===== config.mk =====
export PLATFORM = sky130hd
export DESIGN_NAME = bus_gate_arbiter
export DESIGN_NICKNAME = d
export VERILOG_FILES = /design/src/rtl/bus_arb_pkg.sv /design/src/rtl/rr_pick.sv /design/src/rtl/bus_gate_arbiter.sv
export SDC_FILE = /design/constraint.sdc
export NUM_CORES = 1
export LEC_CHECK = 0
export ABC_CLOCK_PERIOD_IN_PS = 4900
export CORE_MARGIN = 2
export CORE_UTILIZATION = 61
export CTS_BUF_LIST = sky130_fd_sc_hd__clkbuf_4 sky130_fd_sc_hd__clkbuf_8
export DETAILED_ROUTE_END_ITERATION = 8
export GPL_TIMING_DRIVEN = 0
export PLACE_DENSITY_LB_ADDON = 0.3
export SLEW_MARGIN = 20
export SYNTH_ARGS = -nofsm -noshare
export SYNTH_HDL_FRONTEND = slang
export SYNTH_SLANG_ARGS = --single-unit

===== constraint.sdc =====
create_clock -name Clk -period 4.9 [get_ports Clk]
set_input_delay 0.735 -clock Clk [delete_from_list [all_inputs] [get_ports Clk]]
set_output_delay 0.735 -clock Clk [all_outputs]
set_load 0.05 [all_outputs]

===== src/rtl/bus_arb_pkg.sv =====
// Shared types and constants for the datapath bus gate arbiter.
package bus_arb_pkg;

  // Requester count, tied to the width of the one-hot bus mux select.
  localparam int N_REQ = 4;

  typedef enum logic [1:0] {
    IDLE  = 2'd0,
    GRANT = 2'd1,
    TURN  = 2'd2
  } arb_state_t;

  // One-hot gate selects, bit order matches the bus mux inputs.
  localparam logic [N_REQ-1:0] GATE_PC     = 4'b0001;
  localparam logic [N_REQ-1:0] GATE_MDR    = 4'b0010;
  localparam logic [N_REQ-1:0] GATE_ALU    = 4'b0100;
  localparam logic [N_REQ-1:0] GATE_MARMUX = 4'b1000;

  // Binary index of a one-hot select; zero or malformed input maps to 0.
  function automatic logic [1:0] onehot2idx(input logic [N_REQ-1:0] oh);
    logic [1:0] idx;
    case (oh)
      GATE_PC:     idx = 2'd0;
      GATE_MDR:    idx = 2'd1;
      GATE_ALU:    idx = 2'd2;
      GATE_MARMUX: idx = 2'd3;
      default:     idx = 2'd0;
    endcase
    return idx;
  endfunction

endpackage


===== src/rtl/rr_pick.sv =====
// Rotating-priority encoder: first masked request at or after ptr, mod 4.
module rr_pick
  import bus_arb_pkg::*;
(
  input  logic [N_REQ-1:0] req,
  input  logic [1:0]       ptr,
  input  logic [N_REQ-1:0] mask,
  output logic             valid,
  output logic [1:0]       idx
);

  logic [N_REQ-1:0] w_eff;
  logic [N_REQ-1:0] w_rot;
  logic [1:0]       w_off;

  // Rotate the eligible requests so that bit 0 is the current top priority.
  always_comb begin
    w_eff = req & mask;
    case (ptr)
      2'd0:    w_rot = w_eff;
      2'd1:    w_rot = {w_eff[0],   w_eff[3:1]};
      2'd2:    w_rot = {w_eff[1:0], w_eff[3:2]};
      2'd3:    w_rot = {w_eff[2:0], w_eff[3]};
      default: w_rot = w_eff;
    endcase
  end

  // Lowest set bit of the rotated vector, mapped back to an absolute index.
  always_comb begin
    valid = |w_eff;
    casez (w_rot)
      4'b???1: w_off = 2'd0;
      4'b??10: w_off = 2'd1;
      4'b?100: w_off = 2'd2;
      4'b1000: w_off = 2'd3;
      default: w_off = 2'd0;
    endcase
    idx = ptr + w_off;
  end

endmodule


===== src/rtl/bus_gate_arbiter.sv =====
// Round-robin owner sequencer for the shared 16-bit datapath bus.
// Emits a registered one-hot gate select with bounded hold time and an
// optional idle turnaround cycle between different owners.
module bus_gate_arbiter
  import bus_arb_pkg::*;
#(
  parameter int MAX_HOLD   = 8,
  parameter int TURNAROUND = 1
) (
  input  logic             Clk,
  input  logic             Reset_n,
  input  logic [N_REQ-1:0] req,
  output logic [N_REQ-1:0] gate_sel,
  output logic [1:0]       owner_id,
  output logic             bus_busy,
  output logic             preempt
);

  localparam int              HW       = $clog2(MAX_HOLD + 1);
  localparam logic [HW-1:0]   HOLD_MAX = HW'(MAX_HOLD);
  localparam logic [HW-1:0]   HOLD_ONE = HW'(1);

  arb_state_t       r_state;
  logic [1:0]       r_rr_ptr;
  logic [HW-1:0]    r_hold_cnt;
  logic [N_REQ-1:0] r_gate_sel;
  logic [1:0]       r_owner_id;
  logic             r_bus_busy;
  logic             r_preempt;

  logic [1:0]       w_owner;
  logic             w_own_req;
  logic             w_others;
  logic             w_at_max;
  logic             w_keep;
  logic             w_preempt;
  logic [1:0]       w_ptr;
  logic [N_REQ-1:0] w_mask;
  logic             w_valid;
  logic [1:0]       w_idx;

  // Owner status and arbitration inputs; while granted, the picker looks
  // ahead from owner+1 and skips the owner so a forced handoff goes elsewhere.
  always_comb begin
    w_owner   = onehot2idx(r_gate_sel);
    w_own_req = |(req & r_gate_sel);
    w_others  = |(req & ~r_gate_sel);
    w_at_max  = (r_hold_cnt == HOLD_MAX);
    w_keep    = w_own_req && (!w_at_max || !w_others);
    w_preempt = w_own_req && w_at_max && w_others;
    if (r_state == GRANT) begin
      w_ptr  = w_owner + 2'd1;
      w_mask = ~r_gate_sel;
    end else begin
      w_ptr  = r_rr_ptr;
      w_mask = {N_REQ{1'b1}};
    end
  end

  rr_pick u_rr_pick (
    .req   (req),
    .ptr   (w_ptr),
    .mask  (w_mask),
    .valid (w_valid),
    .idx   (w_idx)
  );

  // Ownership FSM; every output is registered together with the state.
  always_ff @(posedge Clk or negedge Reset_n) begin
    if (!Reset_n) begin
      r_state    <= IDLE;
      r_rr_ptr   <= 2'd0;
      r_hold_cnt <= {HW{1'b0}};
      r_gate_sel <= {N_REQ{1'b0}};
      r_owner_id <= 2'd0;
      r_bus_busy <= 1'b0;
      r_preempt  <= 1'b0;
    end else begin
      r_preempt <= 1'b0;
      case (r_state)
        IDLE, TURN: begin
          if (w_valid) begin
            r_state    <= GRANT;
            r_gate_sel <= 4'b0001 << w_idx;
            r_owner_id <= w_idx;
            r_bus_busy <= 1'b1;
            r_hold_cnt <= HOLD_ONE;
          end else begin
            r_state    <= IDLE;
            r_gate_sel <= {N_REQ{1'b0}};
            r_owner_id <= 2'd0;
            r_bus_busy <= 1'b0;
            r_hold_cnt <= {HW{1'b0}};
          end
        end
        GRANT: begin
          if (w_keep) begin
            // Saturate so a sole requester can hold the bus indefinitely.
            if (!w_at_max) begin
              r_hold_cnt <= r_hold_cnt + HOLD_ONE;
            end else begin
              r_hold_cnt <= r_hold_cnt;
            end
          end else begin
            r_preempt <= w_preempt;
            r_rr_ptr  <= w_owner + 2'd1;
            if (TURNAROUND != 0) begin
              r_state    <= TURN;
              r_gate_sel <= {N_REQ{1'b0}};
              r_owner_id <= 2'd0;
              r_bus_busy <= 1'b0;
              r_hold_cnt <= {HW{1'b0}};
            end else if (w_valid) begin
              r_state    <= GRANT;
              r_gate_sel <= 4'b0001 << w_idx;
              r_owner_id <= w_idx;
              r_bus_busy <= 1'b1;
              r_hold_cnt <= HOLD_ONE;
            end else begin
              r_state    <= IDLE;
              r_gate_sel <= {N_REQ{1'b0}};
              r_owner_id <= 2'd0;
              r_bus_busy <= 1'b0;
              r_hold_cnt <= {HW{1'b0}};
            end
          end
        end
        default: begin
          r_state    <= IDLE;
          r_gate_sel <= {N_REQ{1'b0}};
          r_owner_id <= 2'd0;
          r_bus_busy <= 1'b0;
          r_hold_cnt <= {HW{1'b0}};
        end
      endcase
    end
  end

  assign gate_sel = r_gate_sel;
  assign owner_id = r_owner_id;
  assign bus_busy = r_bus_busy;
  assign preempt  = r_preempt;

endmodule


==> results of run 1 <==
[routing by layer]
metal  routed length (um)  up-vias  GRT usage, %
met3                  158        8          3.85
met1                 1090      512          33.2
met4                   25        0          6.11
met2                 1310       47          48.1
li1                     -      510             -
met5                    0        -             0
[cell type report]
class | instances | area share (%)
sequential | 16 | 29.7
clock buffer | 4 | 2.70
tap | 25 | 2.32
inverter | 8 | 2.23
multi-input combinational | 102 | 51.3
buffer | 5 | 2.04
timing repair buffer | 13 | 9.67
[power groups by stage]
stage	clock [uW]	combinational (uW)	sequential, uW
CTS	87.1	525	216
detailed placement	0	523	218
floorplan	0	338	271
global route	93.4	575	220
global placement	0	503	215
finish	85.3	529	216
[cell families after synthesis]
kind of cell             count (synthesis)
AO/OA/AOI/OAI                           26
XOR/XNOR                                 5
adder cells (fa/ha/maj)                  3
buffers and inverters                   13
flip-flops                              16
multiplexers                            11
AND/OR/NAND/NOR                         57
[how the worst max path moves through the flow]
| stage | from | to | slack (ps) |
|---|---|---|---|
| after floorplan | gate_sel[1] | gate_sel[3] | 1720 |
| after global placement | req[1] | gate_sel[1] | 1500 |
| after detailed placement | req[1] | gate_sel[3] | 1410 |
| after CTS | r_state[1] | gate_sel[1] | 1540 |
| after global routing | r_state[1] | gate_sel[1] | 1390 |
| final | r_state[1] | gate_sel[1] | 1520 |
[metrics by stage]
step / worst slack (ps) / area (um^2) / hold slack [ps] / util, % / instances
after floorplan: 1720 / 1150 / 439 / - / 131
after global placement: 1500 / 1310 / 464 / 75.1 / 169
after detailed placement: 1410 / 1310 / 471 / 75.1 / 169
after CTS: 1540 / 1350 / 498 / 77.1 / 173
after global routing: 1390 / 1350 / 536 / 77.1 / 173
final: 1520 / 1350 / 496 / 77.1 / 173
[state kept, by name, indices dropped and copies added, names as in the netlist]
signal and count:
bus_busy 1, gate_sel 4, owner_id 2, preempt 1, r_hold_cnt 4, r_rr_ptr 2
r_state 2
[critical path: stages, from the launching register on]
cell      delay [ps]
dfrtp_1          410
nand2b_1         300
or4_1            600
nand2_1          270
a21oi_1          130
o21ai_1          140
a21boi_1          80
ha_1             360
inv_1            130
or4_1            550
mux2_2           280
nand3_1           70
[placed cells by master (no fill, tap or decap), drive strengths merged, types with 2 or more instances in the layout]
cell type,netlist,final
clkdlybuf4s50,0,13
a21boi,4,4
o21ai,7,7
nor4,2,2
clkbuf,3,7
xnor2,5,5
nand3,8,8
nor2,5,5
nor2b,2,2
nand4,4,4
and2,2,2
a21oi,4,4
dfrtp,16,16
mux2,5,5
nor3,6,6
ha,3,3
nand2,19,19
nand2b,2,2
or4,4,4
mux2i,6,6
buf,2,2
a22oi,4,4
inv,8,8
==> summary.txt, run 1 <==
post-synthesis net count = 140
# hold bufs at CTS = 0
Post-DP HPWL = 2000 um
Worst Setup Path Type = register to register
post-cts sizing count = 0
Peak VDD IR = 479 uV
ANT cells = 0
Initial DRC Count = 39
via count = 1077
core area = 1750 um^2
clk buf depth = 2
worst slew pin tran = 685 ps
share of cells above drive strength 1 = 10.1%
Routed Antenna Nets = 0
largest family of logic cells by synthesized area = simple AND/OR/NAND/NOR gates
TritonCTS clock tree = done
Die Y = 47.4 um
total CTS buffers = 3
wirelength, routed = 2590 um
setup slack, reg-to-reg = 1520 ps
fraction of registers with async set/reset = 100%
post-synthesis compound-gate area fraction = 17.5%
EDFF count, synth = 0
Clk Latency, worst-skew pair = 280 ps
CP endpoint kind = register
sequential power share = 26.0%
number of synthesis warnings = 0
status = finished clean
area taken by multi-input logic gates = 691 um^2
Cell Pwr Density = 617 nW/um^2
Slew Limit Fails = 0
largest cells by area after synthesis = dfrtp_1 35%, nand2_1 6.2%, mux2i_1 5.2%, mux2_2 3.9%, xnor2_1 3.8%
Yosys reg bits = 16
GPL Wtd Cong = 0.829
Area Overhead vs Synth = 17.2%
Simple-Gate Fraction of Synth Area = 25.4%
Netlist Area Pre-Place = 1150 um^2
routed len/inst = 15.0 um
PortBufs = 13
postcts setup bufs = 0
DRT Pass-1 Iters = 4
Req. time, crit path = 5120 ps
Netlist cell types = 39
Syn Inst Count = 131
slew margin rel. = 54.2%
Static Leakage = 0.000571 uW
R2R Path Start = r_state[1]
Final Critical Period = 3380 ps
total die area = 2250 um^2
Filler Cell Count = 134
clock root buffer = clkbuf_4
fin nets = 158
die width = 47.4 um
first-pass GRT wire length = 4210 um
CP Max Fanout = 8
cell taking the most area after synthesis = dfrtp_1
Final Cycle Share = 69.0%
count leader, synth = nand2_1
path type of the worst min-delay path = register to register
DR vias/cell = 6.23
clk slew on worst S/H paths = 90 ps
highest clock rate = 0.296 GHz
Critical R2R Capture = gate_sel[1]
Total Power = 831 uW
startpoint types = register
Reg2Reg Depth = 11
largest net degree at the start of global routing = 17
top cells by count, synth = 19 x nand2_1, 16 x dfrtp_1, 8 x nand3_1, 7 x inv_1
Hold Path Stages = 2
Initial Util = 65.8%
Psw = 417 uW
XOR/XNOR Fraction of Synth Area = 3.81%
H-tree Lvls = 1
Setup Total Neg Slack = 0 ps
max_cap viols = 0
top cell type's share of synthesized area = 34.9%
setup violators final = 0
DR DRC count = 0
initial antenna violation count = 0
hold endpoint = bus_busy
Seq. cell area = 400 um^2
Hold Vio Cnt, Final = 0
switching share of power = 50.2%
Post-synth top flop = dfrtp_1
Post-Syn Area per Cell = 8.77 um^2
Clock Skew = 1.14 ps
Rows = 15
setup repair after global routing missed its margin = no
total track usage = 26.6%
clock sink count = 16
combinational power share = 63.7%
post-synthesis mux area share = 10.1%
IO Pins = 14
number of global-route vias before repair = 1014
hold wc startpoint = bus_busy
clock share of power = 10.3%
Pint = 414 uW
Synth Area in Adders = 3.27%
total grt overflow = 0
sequential area share after synthesis = 34.9%
Arr. time, crit path = 3600 ps
Power figures use the tool's default switching activity.
==> run 2: changes to the inputs <==
--- a/config.mk
+++ b/config.mk
@@ -5,9 +5,9 @@
 export SDC_FILE = /design/constraint.sdc
 export NUM_CORES = 1
 export LEC_CHECK = 0
-export ABC_CLOCK_PERIOD_IN_PS = 4900
+export ABC_CLOCK_PERIOD_IN_PS = 3150
 export CORE_MARGIN = 2
-export CORE_UTILIZATION = 61
+export CORE_UTILIZATION = 57
 export CTS_BUF_LIST = sky130_fd_sc_hd__clkbuf_4 sky130_fd_sc_hd__clkbuf_8
 export DETAILED_ROUTE_END_ITERATION = 8
 export GPL_TIMING_DRIVEN = 0
==> constraint.sdc (replaced) <==
create_clock -name Clk -period 3.15 [get_ports Clk]
set_input_delay 0.4725 -clock Clk [delete_from_list [all_inputs] [get_ports Clk]]
set_output_delay 0.4725 -clock Clk [all_outputs]
set_load 0.05 [all_outputs]
==> run 2 against run 1 <==
  * Setup slack lost 1400 ps
  * Total power up 65%
  * Via count down 3.5%
  * Hold slack got worse by 5.5 ps
  * Register-to-register slack worse by 1400 ps
  * Wire length fell by 2.6%
  * Clock skew about the same
  * Flip-flop and latch count stayed put
  * Maximum frequency grew 13%
  * Sequential power up 57%
  * Die area grew 6.4%
  * Critical endpoint is now gate_sel[3]
  * Largest cell class unchanged
==> summary.txt, run 2 (synthesis gave the netlist of run 1 again) <==
IO Pins = 14
path type of the worst min-delay path = register to register
Filler Cell Count = 157
CP max stage delay = 540 ps
worst slew pin tran = 681 ps
core area = 1920 um^2
Cell Pwr Density = 991 nW/um^2
DR vias/cell = 5.87
Hold Vio Cnt, Final = 0
CP Max Fanout = 6
setup slack, reg-to-reg = 170 ps
clock root buffer = clkbuf_4
die width = 48.9 um
total track usage = 23.6%
combinational power share = 65.6%
max_cap viols = 0
switching share of power = 48.3%
Die Y = 48.9 um
fin nets = 160
CP dominant cell by count = nand3_1
Clk Latency, worst-skew pair = 280 ps
worst path cell trace = buf_2 -> xnor2_1 -> or4_4 -> and2_4 -> nand2_1 -> nand3_1 -> a21boi_1 -> ha_1 -> inv_2 -> or4_1 -> mux2_2 -> nand3_1
PortBufs = 13
share of cells above drive strength 1 = 16.0%
Worst Setup Path Type = register to register
most common library cell in the layout ignoring fill and taps = nand2_1
H-tree Lvls = 1
initial antenna violation count = 0
Pint = 711 uW
status = finished clean
family with the most delay on the worst path = simple AND/OR/NAND/NOR gates
setup violators final = 0
GPL Wtd Cong = 0.833
commonest cells after routing, fill and taps aside = 18 x nand2_1, 15 x dfrtp_1, 13 x clkdlybuf4s50_1
DP Cell Count = 171
Req. time, crit path = 3370 ps
Clock Skew = 1.40 ps
Post-DP HPWL = 1880 um
clk slew on worst S/H paths = 90 ps
clock share of power = 9.6%
DR DRC count = 0
Min Hold Slack = 490 ps
sequential power share = 24.7%
DRT Pass-1 Iters = 4
total grt overflow = 0
area taken by multi-input logic gates = 712 um^2
number of global-route vias before repair = 1052
Critical path buffers and inverters = 2
Routed Antenna Nets = 0
setup repair after global routing missed its margin = no
slew margin rel. = 54.4%
Static Leakage = 0.000590 uW
Layout Cells excl Fill = 177
Slew Limit Fails = 0
ANT cells = 0
Psw = 664 uW
wirelength, routed = 2520 um
largest net degree at the start of global routing = 17
Final Cycle Share = 94.6%
Peak VDD IR = 662 uV
startpoint types = register
total die area = 2390 um^2
Final Critical Period = 2980 ps
via count = 1039
TritonCTS clock tree = done
# hold bufs at CTS = 0
highest clock rate = 0.336 GHz
CP endpoint kind = register
Worst path slowest cell = or4_1
clk buf depth = 2
total CTS buffers = 3
Arr. time, crit path = 3200 ps
Rows = 16
Initial Util = 59.8%
clock sink count = 16
Seq. cell area = 402 um^2
first-pass GRT wire length = 4520 um
Initial DRC Count = 29
routed len/inst = 14.2 um
Area Overhead vs Synth = 20.8%
==> run 2: layer usage <==
| layer | routed length [um] | track usage [%] | vias to the layer above |
|---|---|---|---|
| met5 | 0 | 0 | - |
| met2 | 1200 | 40.2 | 39 |
| met4 | 16 | 5.71 | 0 |
| met1 | 1180 | 31.0 | 483 |
| met3 | 125 | 4.29 | 4 |
| li1 | - | - | 513 |
==> run 2: repair_timing <==
item | 4_1_cts | 5_1_grt
setup endpoints to repair | 2 | 4
setup buffers | 0 | 2
pin swaps | 0 | 1
gates resized for setup | 3 | 6
endpoints found under the hold margin | 0 | 0
==> run 2: final cells by class <==
cell class / instances / share of cell area [%]
Multi-Input combinational cell: 102 / 51.3
Sequential cell: 16 / 28.9
Timing Repair Buffer: 15 / 10.5
Clock buffer: 4 / 2.61
Tap cell: 27 / 2.43
Inverter: 8 / 2.16
Buffer: 5 / 2.07
==> run 2: tightest hold or removal path: stages (launching register included) <==
cell     delay, ps
dfrtp_1        360
nand2_1         50
nand2_1         50
==> run 2: worst paths after layout <==
kind                                  to  cells past startpoint        start
setup / recovery             gate_sel[3]                     12  gate_sel[1]
setup reg to reg             gate_sel[3]                     12  gate_sel[1]
max in group asynchronous    gate_sel[1]                      1      Reset_n
hold reg to reg                 bus_busy                      2     bus_busy
min in group asynchronous  r_hold_cnt[0]                      1      Reset_n
hold / removal                  bus_busy                      2     bus_busy
==> run 2: power groups by stage <==
| stage | sequential, uW | clock [uW] | combinational, uW |
|---|---|---|---|
| floorplan | 422 | 0 | 526 |
| detailed placement | 339 | 0 | 803 |
| CTS | 337 | 135 | 818 |
| finish | 340 | 132 | 903 |
| global route | 352 | 148 | 984 |
| global placement | 334 | 0 | 782 |
==> run 2: metrics by stage <==
| stage | worst slack (ps) | utilization, % | setup TNS (ps) | cell area [um^2] | total power, uW |
|---|---|---|---|---|---|
| CTS | 29.9 | 70.7 | 0 | 1360 | 1290 |
| global route | 13.0 | 72.2 | 0 | 1390 | 1480 |
| detailed placement | -98.9 | 68.4 | -194 | 1310 | 1140 |
| floorplan | 69.1 | - | 0 | 1150 | 947 |
| finish | 170 | 72.2 | 0 | 1390 | 1380 |
| global placement | -58.8 | 68.4 | -108 | 1310 | 1120 |
